[config.mk]
export PLATFORM = sky130hd
export DESIGN_NAME = control_unit
export DESIGN_NICKNAME = d
export VERILOG_FILES = /design/src/rtl/control_pkg.sv /design/src/rtl/instr_class_decode.sv /design/src/rtl/control_unit.sv
export SDC_FILE = /design/constraint.sdc
export NUM_CORES = 1
export LEC_CHECK = 0
export BUFFER_PORTS_ARGS = -buffer_cell sky130_fd_sc_hd__buf_4
export CAP_MARGIN = 20
export CORE_ASPECT_RATIO = 0.6
export CORE_MARGIN = 2
export CORE_UTILIZATION = 45
export CTS_CLUSTER_DIAMETER = 150
export DETAILED_ROUTE_END_ITERATION = 8
export PLACE_DENSITY = 0.79
export SYNTH_ARGS = -nofsm -noshare
export SYNTH_HDL_FRONTEND = slang
export SYNTH_SLANG_ARGS = --single-unit
[constraint.sdc]
create_clock -name clk -period 5.36 [get_ports clk]
set_input_delay 0 -clock clk [delete_from_list [all_inputs] [get_ports clk]]
set_output_delay 0 -clock clk [all_outputs]
set_load 0.01 [all_outputs]
[src/rtl/control_pkg.sv]
// Shared definitions for the Mini SRC hardwired control unit: opcodes,
// sequencer states and the execute-class grouping of instructions.
package control_pkg;

  localparam logic [4:0] OP_LD   = 5'd0,  OP_LDI  = 5'd1,  OP_ST   = 5'd2,
                         OP_ADD  = 5'd3,  OP_SUB  = 5'd4,  OP_AND  = 5'd5,
                         OP_OR   = 5'd6,  OP_ROR  = 5'd7,  OP_ROL  = 5'd8,
                         OP_SHR  = 5'd9,  OP_SHRA = 5'd10, OP_SHL  = 5'd11,
                         OP_ADDI = 5'd12, OP_ANDI = 5'd13, OP_ORI  = 5'd14,
                         OP_MUL  = 5'd15, OP_DIV  = 5'd16, OP_NEG  = 5'd17,
                         OP_NOT  = 5'd18, OP_BR   = 5'd19, OP_JR   = 5'd20,
                         OP_JAL  = 5'd21, OP_IN   = 5'd22, OP_OUT  = 5'd23,
                         OP_MFHI = 5'd24, OP_MFLO = 5'd25, OP_NOP  = 5'd26,
                         OP_HALT = 5'd27;

  // T-states share their step number in the low bits so the sequencer can
  // compare directly against the decoder's last-step index.
  typedef enum logic [3:0] {
    S_T0 = 4'd0, S_T1 = 4'd1, S_T2 = 4'd2, S_T3 = 4'd3,
    S_T4 = 4'd4, S_T5 = 4'd5, S_T6 = 4'd6, S_T7 = 4'd7,
    S_RESET = 4'd8, S_HALT = 4'd9
  } state_t;

  typedef enum logic [3:0] {
    CL_NOP, CL_HALT, CL_ALU, CL_IMM, CL_LDI, CL_LD, CL_ST, CL_MULDIV,
    CL_NEGNOT, CL_BR, CL_JR, CL_JAL, CL_IN, CL_OUT, CL_MFHI, CL_MFLO
  } iclass_t;

endpackage

[src/rtl/instr_class_decode.sv]
// Maps an opcode to its execute class and the T-step index on which that
// class finishes (2 means no execute steps at all).
module instr_class_decode
  import control_pkg::*;
(
  input  logic [4:0] opcode,
  output iclass_t    iclass,
  output logic [2:0] last_step
);

  always_comb begin
    iclass = CL_NOP;
    case (opcode)
      OP_LD:   iclass = CL_LD;
      OP_LDI:  iclass = CL_LDI;
      OP_ST:   iclass = CL_ST;
      OP_ADD, OP_SUB, OP_AND, OP_OR, OP_ROR, OP_ROL, OP_SHR, OP_SHRA, OP_SHL:
               iclass = CL_ALU;
      OP_ADDI, OP_ANDI, OP_ORI:
               iclass = CL_IMM;
      OP_MUL, OP_DIV: iclass = CL_MULDIV;
      OP_NEG, OP_NOT: iclass = CL_NEGNOT;
      OP_BR:   iclass = CL_BR;
      OP_JR:   iclass = CL_JR;
      OP_JAL:  iclass = CL_JAL;
      OP_IN:   iclass = CL_IN;
      OP_OUT:  iclass = CL_OUT;
      OP_MFHI: iclass = CL_MFHI;
      OP_MFLO: iclass = CL_MFLO;
      OP_HALT: iclass = CL_HALT;
      default: iclass = CL_NOP;
    endcase
  end

  always_comb begin
    last_step = 3'd2;
    case (iclass)
      CL_JR, CL_IN, CL_OUT, CL_MFHI, CL_MFLO: last_step = 3'd3;
      CL_JAL, CL_NEGNOT:                      last_step = 3'd4;
      CL_ALU, CL_IMM, CL_LDI:                 last_step = 3'd5;
      CL_MULDIV, CL_BR:                       last_step = 3'd6;
      CL_LD, CL_ST:                           last_step = 3'd7;
      default:                                last_step = 3'd2;
    endcase
  end

endmodule

[src/rtl/control_unit.sv]
// Hardwired Mini SRC sequencer: shared fetch T0-T2, per-class execute steps,
// and the run/halt state. All datapath strobes are Moore-decoded.
module control_unit
  import control_pkg::*;
#(
  parameter int             OPW     = 5,
  parameter logic [OPW-1:0] ALU_ADD = 5'b00011
) (
  input  logic           clk,
  input  logic           clr,
  input  logic [31:0]    IR,
  input  logic           CON_ff,
  input  logic           Stop,
  output logic           R_out, HI_out, LO_out, Zhi_out, Zlo_out,
  output logic           PC_out, MDR_out, In_out, C_out, BAout,
  output logic           MAR_rd, MDR_rd, IR_rd, Y_rd, Zlo_rd, Zhi_rd,
  output logic           PC_rd, HI_rd, LO_rd, Out_rd, Rin, CONin,
  output logic           Gra, Grb, Grc,
  output logic           IncPC, Read, Write,
  output logic [OPW-1:0] op_sel,
  output logic           Run
);

  state_t     state, next;
  iclass_t    iclass;
  logic [2:0] last_step;
  logic       unused_ir_fields;

  assign unused_ir_fields = ^IR[26:0];

  instr_class_decode u_decode (
    .opcode    (IR[31:27]),
    .iclass    (iclass),
    .last_step (last_step)
  );

  always_ff @(posedge clk or negedge clr) begin
    if (!clr) state <= S_RESET;
    else      state <= next;
  end

  // The last step of every class is the instruction boundary where Stop is honoured.
  always_comb begin
    next = state;
    case (state)
      S_RESET: next = S_T0;
      S_HALT:  next = S_HALT;
      default: begin
        if (state[2:0] == last_step)
          next = (iclass == CL_HALT || Stop) ? S_HALT : S_T0;
        else
          next = state_t'(state + 4'd1);
      end
    endcase
  end

  assign Run = (state != S_RESET) && (state != S_HALT);

  always_comb begin
    {R_out, HI_out, LO_out, Zhi_out, Zlo_out, PC_out, MDR_out, In_out, C_out, BAout} = '0;
    {MAR_rd, MDR_rd, IR_rd, Y_rd, Zlo_rd, Zhi_rd, PC_rd, HI_rd, LO_rd, Out_rd, Rin, CONin} = '0;
    {Gra, Grb, Grc, IncPC, Read, Write} = '0;
    op_sel = '0;
    case (state)
      S_T0: begin PC_out = 1'b1; MAR_rd = 1'b1; IncPC = 1'b1; Zlo_rd = 1'b1; end
      S_T1: begin Zlo_out = 1'b1; PC_rd = 1'b1; Read = 1'b1; MDR_rd = 1'b1; end
      S_T2: begin MDR_out = 1'b1; IR_rd = 1'b1; end
      S_T3: begin
        case (iclass)
          CL_ALU, CL_IMM:      begin Grb = 1'b1; R_out = 1'b1; Y_rd = 1'b1; end
          CL_LDI, CL_LD, CL_ST: begin Grb = 1'b1; BAout = 1'b1; Y_rd = 1'b1; end
          CL_MULDIV:           begin Gra = 1'b1; R_out = 1'b1; Y_rd = 1'b1; end
          CL_NEGNOT: begin Grb = 1'b1; R_out = 1'b1; op_sel = IR[31 -: OPW]; Zlo_rd = 1'b1; end
          CL_BR:   begin Gra = 1'b1; R_out = 1'b1; CONin = 1'b1; end
          CL_JR:   begin Gra = 1'b1; R_out = 1'b1; PC_rd = 1'b1; end
          CL_JAL:  begin PC_out = 1'b1; Grb = 1'b1; Rin = 1'b1; end
          CL_IN:   begin In_out = 1'b1; Gra = 1'b1; Rin = 1'b1; end
          CL_OUT:  begin Gra = 1'b1; R_out = 1'b1; Out_rd = 1'b1; end
          CL_MFHI: begin HI_out = 1'b1; Gra = 1'b1; Rin = 1'b1; end
          CL_MFLO: begin LO_out = 1'b1; Gra = 1'b1; Rin = 1'b1; end
          default: ;
        endcase
      end
      S_T4: begin
        case (iclass)
          CL_ALU: begin Grc = 1'b1; R_out = 1'b1; op_sel = IR[31 -: OPW]; Zlo_rd = 1'b1; end
          CL_IMM: begin C_out = 1'b1; op_sel = IR[31 -: OPW]; Zlo_rd = 1'b1; end
          CL_LDI, CL_LD, CL_ST: begin C_out = 1'b1; op_sel = ALU_ADD; Zlo_rd = 1'b1; end
          CL_MULDIV: begin
            Grb = 1'b1; R_out = 1'b1; op_sel = IR[31 -: OPW]; Zlo_rd = 1'b1; Zhi_rd = 1'b1;
          end
          CL_NEGNOT: begin Zlo_out = 1'b1; Gra = 1'b1; Rin = 1'b1; end
          CL_BR:     begin PC_out = 1'b1; Y_rd = 1'b1; end
          CL_JAL:    begin Gra = 1'b1; R_out = 1'b1; PC_rd = 1'b1; end
          default: ;
        endcase
      end
      S_T5: begin
        case (iclass)
          CL_ALU, CL_IMM, CL_LDI: begin Zlo_out = 1'b1; Gra = 1'b1; Rin = 1'b1; end
          CL_LD, CL_ST: begin Zlo_out = 1'b1; MAR_rd = 1'b1; end
          CL_MULDIV:    begin Zlo_out = 1'b1; LO_rd = 1'b1; end
          CL_BR:        begin C_out = 1'b1; op_sel = ALU_ADD; Zlo_rd = 1'b1; end
          default: ;
        endcase
      end
      S_T6: begin
        case (iclass)
          CL_LD:     begin Read = 1'b1; MDR_rd = 1'b1; end
          CL_ST:     begin Gra = 1'b1; R_out = 1'b1; MDR_rd = 1'b1; end
          CL_MULDIV: begin Zhi_out = 1'b1; HI_rd = 1'b1; end
          CL_BR:     begin Zlo_out = CON_ff; PC_rd = CON_ff; end
          default: ;
        endcase
      end
      S_T7: begin
        case (iclass)
          CL_LD: begin MDR_out = 1'b1; Gra = 1'b1; Rin = 1'b1; end
          CL_ST: Write = 1'b1;
          default: ;
        endcase
      end
      default: ;
    endcase
  end

endmodule

# Yosys cells after proc, flatten, opt, wreduce, memory -nomap -nowiden
# Memories as Yosys holds them, arrays and structs flattened.
# Cells that the tools add are included.
# word_totals
wordCells	104
regBits	4
mem_bits_ro	176
memories	2
in_bits	36
# mem_list
name	words	word_bits	rd	rd_clocked_by_memory_dff	write_ports	line	source
(name not given)	32	4	1	0	0	instr_class_decode.sv:13	case (opcode)
(name not given)	16	3	1	0	0	instr_class_decode.sv:37	case (iclass)
# op_classes
eq_ne	27
reduce_logical	15
mux	58
addsub	1
# op_table
op	n
$eq A4 B4 Y1 const B	10
$mux W1	37
$eq A4 B3 Y1 const B	8
$reduce_or A7 Y1	3
$eq A4 B2 Y1 const B	4
$pmux W1 S4	4
$pmux W5 S3	1
$pmux W1 S2	7
$reduce_or A3 Y1	4
$pmux W5 S2	1
$eq A4 B1 Y1 const B	2
$mux W4	2
$ne A4 B4 Y1 const B	2
$pmux W4 S2	1
$reduce_or A4 Y1	2
$pmux W1 S3	2
$reduce_or A6 Y1	1
$mux W5	1
$pmux W1 S5	1
$add A4 B1 Y4 const B	1
$logic_not A4 Y1	1
$reduce_or A2 Y1	2
$eq A3 B3 Y1	1
$mux W2	1
2 further kinds	2

# Logic depth before layout (Yosys ltp)
# Gate-level depths: netlist of the first run.
# An unclocked memory read counts as a cell.
# depth
word_depth	6
ltp_mapped	16

# Modules after synthesis
# Synthesis of the first run repeated with hierarchy kept, for this count alone.
# unflattened
hier_cells	189
area_unflattened_um2	1412.6
# modules_own_cells
module	cells_each	n_inst	area_each_um2
control_unit	143	1	1001.0
instr_class_decode	46	1	411.6

# Worst setup path after synthesis of the first run
# OpenSTA, ideal clock, no wires.
# synth_path
path_kind	in2reg
from	in IR[28]
to	reg state[3]
path_buffers	1
arrival_ps	2516
stages	15
setup_time_ps	81
setup_slack_ps	2762
path_cell_list	buf_4 > inv_1 > ha_1 > nand2b_1 > nor2_1 > a211oi_1 > a21oi_1 > inv_1 > ha_1 > a21o_1 > a211o_1 > mux2_4 > xnor2_2 > and3_4 > o211ai_1
# synth_between
elab_chain_cells	6
word_cells_on_any_way	8
# synth_rtl
item	line	source
start: declaration	control_unit.sv:11	input logic [31:0] IR,
$mem_v2 Z32 W4 (*)	--	
branches (longest 3 deep; another with $mem_v2 Z16 W3)	--	
$mux W4 (*)	control_unit.sv:49	if (state[2:0] == last_step)
$pmux W4 S2 (*)	control_unit.sv:45	case (state)
named net next[3]	control_unit.sv:24	state_t state, next;
end signal: assignment	control_unit.sv:39	else state <= next;
end: declaration	control_unit.sv:24	
# Mark *: on every way through the listed nets, which the timed path passes.

# Worst setup path after layout of the first run
# layout_path
from	in IR[28]
to	reg state[0]
# The elaborated chain is that of the path after synthesis.

==> impl_metrics.py, run 1 <==
metrics = {
    "setup_path": {
        "r2r-start": "state[0]",
        "crit_path_start_kind": "input port",
        "cp_slowest_stage_delay_ps": 420,
        "slowest_stage": "ha_1",
        "crit-reg2reg-capture": "state[1]",
        "cp.required_ps": 5490,
        "crit_arrival_ps": 3100,
        "r2r_cells": 5,
        "end_kind": "flip-flop",
        "path_cells": "buf_4, inv_1, ha_1, nand2b_1, nor2_1, a211oi_1, a21oi_1, inv_1, ha_1, a21o_1, a211o_1, mux2_4, xnor2_2, and3_4, a211oi_2",
        "crit_type": "input port to flip-flop",
        "worst-r2r-setup-slack_ps": 3840,
        "cp_max_fo": 14,
    },
    "floorplan": {
        "die_x_um": 75.8,
        "rows": 15,
        "dieArea_mm2": 0.00357,
        "core-area_mm2": 0.00291,
        "start_util_pct": 47.8,
        "die_y_um": 47.1,
        "ioPinCount": 70,
    },
    "routing": {
        "num_vias": 1737,
        "antenna_left": 0,
        "routed_wl_um": 4440,
        "vias_per_cell": 6.16,
        "first_pass_iters": 6,
        "wl_per_cell_um": 15.7,
        "wl_met3_um": 551,
        "first_iter_violations": 294,
        "wl_met2_um": 1770,
        "m1WireLength_um": 2030,
        "top_layer_used": "met4",
        "drcViolationCount": 0,
    },
    "sta": {
        "fin_skew_ps": 14.9,
        "fmax_mhz": 337,
        "setup_viol": 0,
        "tns_ps": 0,
        "rsz0062_at_grt": "false",
        "max_slew.worst_pin.slew_ps": 930,
        "slew_headroom_pct": 37.7,
        "hold_viol": 0,
        "final_max_slew_viol_count": 0,
        "period_needed_ps": 2960,
        "fin_crit_sh_pct": 55.3,
    },
    "final_layout": {
        "antenna_cells": 0,
        "design_area_mm2": 0.00172,
        "synthToLayoutAreaGrowth_pct": 23.8,
        "largest_register_ffs": 4,
        "layout.nets": 290,
        "fin_util_pct": 59.2,
        "regMostFlops": "state",
        "drive_above_1_share_pct": 24.2,
        "reg_top3": "state (4)",
    },
    "global_route": {
        "grt_max_degree": 20,
        "grt_pass1_wl_um": 7090,
        "grt_remaining_overflow": 0,
        "grtUsageTotal_pct": 26.0,
        "antenna_found_initial": 0,
        "grt_pass1_vias": 1452,
    },
    "synth": {
        "synth_seq_cells": 4,
        "synth_cell_types": 51,
        "synthCells": 209,
        "yosys_warnings": 0,
        "synthesis.area_mm2": 0.00139,
        "synth.top_cell.area_share_pct": 11.7,
        "syn-num-nets": 258,
        "synth-edff-count": 0,
        "synthTopCellsByArea": "ha_1, nor2_1, a21oi_1",
        "async_flop_share_pct": 100,
        "ys_seq_area_share_pct": 7.28,
        "synthFlopType": "dfrtp_1",
        "syn_area_per_cell_um2": 6.66,
        "yosys.area.top_type": "ha_1",
    },
    "cts": {
        "clock_latency_ps": 230,
        "cts_made_buffers": 3,
        "cts_setup_buffers": 0,
        "cts_hold_buffers": 1,
        "cts_root_buf": "clkbuf_8",
        "path_clk_slew_ps": 40,
        "clockBufferDepth": 2,
        "htreeDepth": 1,
        "cts.sinks": 4,
        "cts_tree": "done",
        "cts_resized": 0,
    },
    "placed_design": {
        "port_buffers": 42,
        "place_area_mm2": 0.00167,
        "hpwl_um": 3230,
        "gp_congestion": 0.869,
    },
    "power_and_ir_drop": {
        "ir_worst_vdd_mv": 0.195,
        "power_leakage_nw": 0.825,
        "p_per_area_mw_per_mm2": 332,
    },
    "hold_path": {
        "hp-class": "input port to asynchronous set/reset pin",
    },
    "run": {
        "maxCapViolations": 0,
    },
    "outcome": {
        "run_status": "finished, final reports clean",
    },
}
==> synth_stat cells, drive strengths merged (3+ instances only) <==
library cell   n
buf            9
inv           10
o31ai          3
nand4          4
a21o           3
o211ai         3
o21a           3
o22ai          4
nand2b         4
xnor2          4
a31oi          3
nor2          26
mux2i          3
clkbuf         7
and2           6
nor2b          3
nand2         20
o21ai         13
a21oi         16
ha            13
dfrtp          3
a211oi         4
nor3          10
and3           6
nand3          7
==> worst max path at each step <==
stage | start | end | depth (start not counted)
after floorplan | IR[28] | state[3] | 15
after global placement | IR[28] | state[1] | 15
after detailed placement | IR[28] | state[1] | 15
after CTS | IR[28] | state[0] | 15
after global routing | IR[28] | state[1] | 16
final | IR[28] | state[0] | 15
==> report_power, final <==
| part | total, mW | internal (mW) | switching [mW] |
|---|---|---|---|
| registers | 0.0825 | 0.0495 | 0.0330 |
| clock network | 0.0719 | 0.0512 | 0.0207 |
| logic | 0.418 | 0.181 | 0.237 |
==> area by class of cell <==
| type | instances | area [um2] |
|---|---|---|
| Fill cell | 283 | 1190 |
| Timing Repair Buffer | 43 | 325 |
| Tap cell | 42 | 52.6 |
| Multi-Input combinational cell | 179 | 1160 |
| Clock buffer | 4 | 45.0 |
| Sequential cell | 4 | 101 |
| Inverter | 10 | 37.5 |
==> per-stage QoR <==
step                setup slack (ps)  power (mW)  hold WS, ps  cells
floorplan                       2760       0.353         -296    209
global placement                2290       0.479         -202    277
detailed placement              2230       0.483         -203    277
CTS                             2450       0.560         97.8    282
global route                    2180       0.617          170    282
finish                          2400       0.572          157    282
==> worst max-delay path, delay by kind of cell <==
kind | cells | cell delay [ps]
XOR/XNOR | 1 | 140
AND/OR/NAND/NOR | 3 | 540
adder cells (fa/ha/maj) | 2 | 690
AO/OA/AOI/OAI | 5 | 1010
multiplexers | 1 | 280
buffers and inverters | 3 | 430
==> placed cells by master, fill, tap and decap left out, types with 2 or more instances in the layout <==
master / Yosys / final
a211oi_1: 3 / 3
a21o_1: 3 / 3
a21oi_1: 16 / 16
a22oi_1: 2 / 2
a31oi_1: 3 / 3
and2_1: 6 / 6
and3_1: 5 / 5
and4_1: 2 / 2
buf_4: 3 / 42
clkbuf_8: 0 / 3
dfrtp_1: 3 / 3
ha_1: 13 / 13
inv_1: 10 / 10
mux2_4: 2 / 2
mux2i_1: 3 / 3
nand2_1: 20 / 20
nand2b_1: 4 / 4
nand3_1: 7 / 7
nand4_1: 4 / 4
nor2_1: 26 / 26
nor2b_1: 3 / 3
nor3_1: 10 / 10
o211ai_1: 2 / 2
o21a_1: 2 / 2
o21ai_0: 12 / 12
o22ai_1: 4 / 4
o31ai_1: 3 / 3
or2_2: 2 / 2
xnor2_1: 3 / 3
==> metal layers <==
metal	vias to the layer above	global-route usage (%)
met5	-	0
met4	0	2.81
met3	17	5.58
met2	128	36.6
met1	772	41.0
li1	820	-
==> cell families (layout without fill, tap and decap cells) <==
logic type | Yosys count | after routing | share of synthesized area, %
buffers and inverters | 26 | 57 | 9.26
AND/OR/NAND/NOR | 96 | 96 | 35.1
AO/OA/AOI/OAI | 60 | 60 | 28.7
adder cells (fa/ha/maj) | 13 | 13 | 11.7
XOR/XNOR | 5 | 5 | 3.69
flip-flops | 4 | 4 | 7.28
multiplexers | 5 | 5 | 4.32
No activity file was read; power rests on OpenSTA's default activity.
==> run 2: changes to the inputs <==
- CORE_UTILIZATION: 45 -> 42
- PLACE_DENSITY: 0.79 -> 0.77
- clock period: 5.36 -> 2.7 ns (I/O delays scaled with it)
==> run 2 against run 1 <==
  * Non-clock buffer count is 13 higher
  * Clock power increased by 85%
  * Clock skew shrank 15 ps
  * Highest routed layer unchanged
  * Routed wire length shrank 4.1%
  * Total power is 100% higher
  * Final cell count up 5.7%
  * Largest power group unchanged
  * Hold slack got worse by 25 ps
  * Flip-flop and latch count did not move
  * Sequential power increased by 95%
==> impl_metrics.py, run 2 (synthesis gave the netlist of run 1 again) <==
metrics = {
    "sta": {
        "slew_headroom_pct": 51.9,
        "tns_ps": 0,
        "rsz0062_at_grt": "false",
        "fin_skew_ps": 0.145,
        "hold_viol": 0,
        "setup_ws_ps": 247,
        "final_max_slew_viol_count": 0,
        "fin_crit_sh_pct": 90.9,
        "period_needed_ps": 2450,
        "max_slew.worst_pin.slew_ps": 717,
        "fmax_mhz": 408,
        "setup_viol": 0,
    },
    "global_route": {
        "grtUsageTotal_pct": 22.9,
        "antenna_found_initial": 0,
        "grt_pass1_vias": 1472,
        "grt_remaining_overflow": 0,
        "grt_pass1_wl_um": 7100,
        "grt_max_degree": 20,
    },
    "setup_path": {
        "path_cells": "buf_4, inv_1, ha_1, nor3_1, a21oi_1, a21oi_2, inv_1, ha_1, buf_4, nor3_1, nor2_1, or2_2, a21oi_1, o21ai_0, buf_4",
        "crit_arrival_ps": 2450,
        "cp_top_family": "simple AND/OR/NAND/NOR gates",
        "slowest_stage": "or2_2",
        "cp_max_fo": 12,
        "cp.required_ps": 2700,
        "cp_slowest_stage_delay_ps": 280,
        "crit_type": "input port to output port",
        "end_kind": "output port",
        "crit_path_start_kind": "input port",
        "crit_top_cell": "buf_4",
        "crit_buf_inv": 5,
    },
    "floorplan": {
        "core-area_mm2": 0.00320,
        "die_x_um": 78.3,
        "die_y_um": 48.6,
        "dieArea_mm2": 0.00380,
        "ioPinCount": 70,
        "start_util_pct": 43.4,
        "rows": 16,
    },
    "final_layout": {
        "design_area_mm2": 0.00183,
        "final_common_cell": "buf_4",
        "antenna_cells": 0,
        "regMostFlops": "state",
        "layout.nets": 303,
        "synthToLayoutAreaGrowth_pct": 31.4,
        "reg_top3": "state (4)",
        "final_cell_mix": "buf_4, nor2_1, nand2_1, a21oi_1, ha_1",
        "largest_register_ffs": 4,
        "drive_above_1_share_pct": 28.5,
    },
    "outcome": {
        "run_status": "finished, final reports clean",
    },
    "power_and_ir_drop": {
        "p_per_area_mw_per_mm2": 631,
        "switching_power_uw": 570,
        "clkPwrFrac_pct": 11.6,
        "power_leakage_nw": 0.889,
        "p_int_uw": 583,
        "seqPwrFrac_pct": 14.0,
        "netSwitchingFraction_pct": 49.4,
        "p_total_mw": 1.15,
        "pwr-share-comb_pct": 74.5,
        "ir_worst_vdd_mv": 0.761,
    },
    "routing": {
        "vias_per_cell": 5.73,
        "routed_wl_um": 4260,
        "drcViolationCount": 0,
        "first_pass_iters": 5,
        "antenna_left": 0,
        "first_iter_violations": 203,
        "wl_per_cell_um": 14.3,
        "num_vias": 1709,
    },
    "cts": {
        "cts_tree": "done",
        "cts.sinks": 4,
        "htreeDepth": 1,
        "cts_made_buffers": 3,
        "clockBufferDepth": 2,
        "clock_latency_ps": 220,
        "path_clk_slew_ps": 30,
        "cts_root_buf": "clkbuf_8",
    },
    "placed_design": {
        "place_area_mm2": 0.00177,
        "dp_slack_ps": 11.8,
        "gp_congestion": 0.939,
        "port_buffers": 42,
        "hpwl_um": 3290,
    },
    "hold_path": {
        "hp-class": "input port to asynchronous set/reset pin",
    },
    "run": {
        "maxCapViolations": 0,
    },
}
run 2: cell count changes in the layout (fill, tap and decap cells not counted), sizes merged:
cell and change:
buf +13
run 2: final cells by class:
class / count / area, um2
tap: 45 / 56.3
inverter: 10 / 37.5
clock buffer: 4 / 45.0
multi-input combinational: 179 / 1160
sequential: 4 / 101
fill: 326 / 1380
timing repair buffer: 56 / 423
run 2: final timing paths:
path / depth (start not counted) / end / slack (ps) / from
hold reg to reg: 3 / state[3] / 710 / state[3]
setup reg to reg: 5 / state[1] / 1130 / state[0]
min in group clk: 5 / state[3] / 290 / Stop
setup / recovery: 15 / op_sel[0] / 250 / IR[28]
max in group asynchronous: 2 / state[3] / 2380 / clr
hold / removal: 2 / state[2] / 130 / clr
run 2: repair_timing:
action                                  CTS  global route
endpoints found under the setup margin    0             1
hold buffers                              1             0
setup buffers                             0             0
gates resized for setup                   0             2
hold endpoints to repair                  4             0
run 2: worst register-to-register path: stages (launching register included):
cell and delay [ps]:
dfrtp_1 490, inv_1 110, ha_1 310, o21ai_0 260, inv_1 100, nor3b_1 210
run 2: per-layer routing:
metal	GRT usage, %	part of all wire, %
met4	1.17	0.26
met3	3.92	8.3
met5	0	0
met2	33.2	41
met1	36.5	50
run 2: metrics by stage:
| step | hold WS, ps | utilization, % | cells |
|---|---|---|---|
| global placement | -202 | 55.2 | 293 |
| CTS | 116 | 57.0 | 298 |
| finish | 131 | 57.1 | 298 |
| global route | 137 | 57.1 | 298 |
| floorplan | -296 | - | 209 |
| detailed placement | -203 | 55.2 | 293 |
run 2: power by group through the flow:
stage / clock (mW) / combinational, mW / sequential (mW)
after detailed placement: 0 / 0.837 / 0.158
after global placement: 0 / 0.819 / 0.156
after global routing: 0.143 / 0.942 / 0.168
final: 0.133 / 0.859 / 0.161
after floorplan: 0 / 0.570 / 0.130
after CTS: 0.137 / 0.843 / 0.159
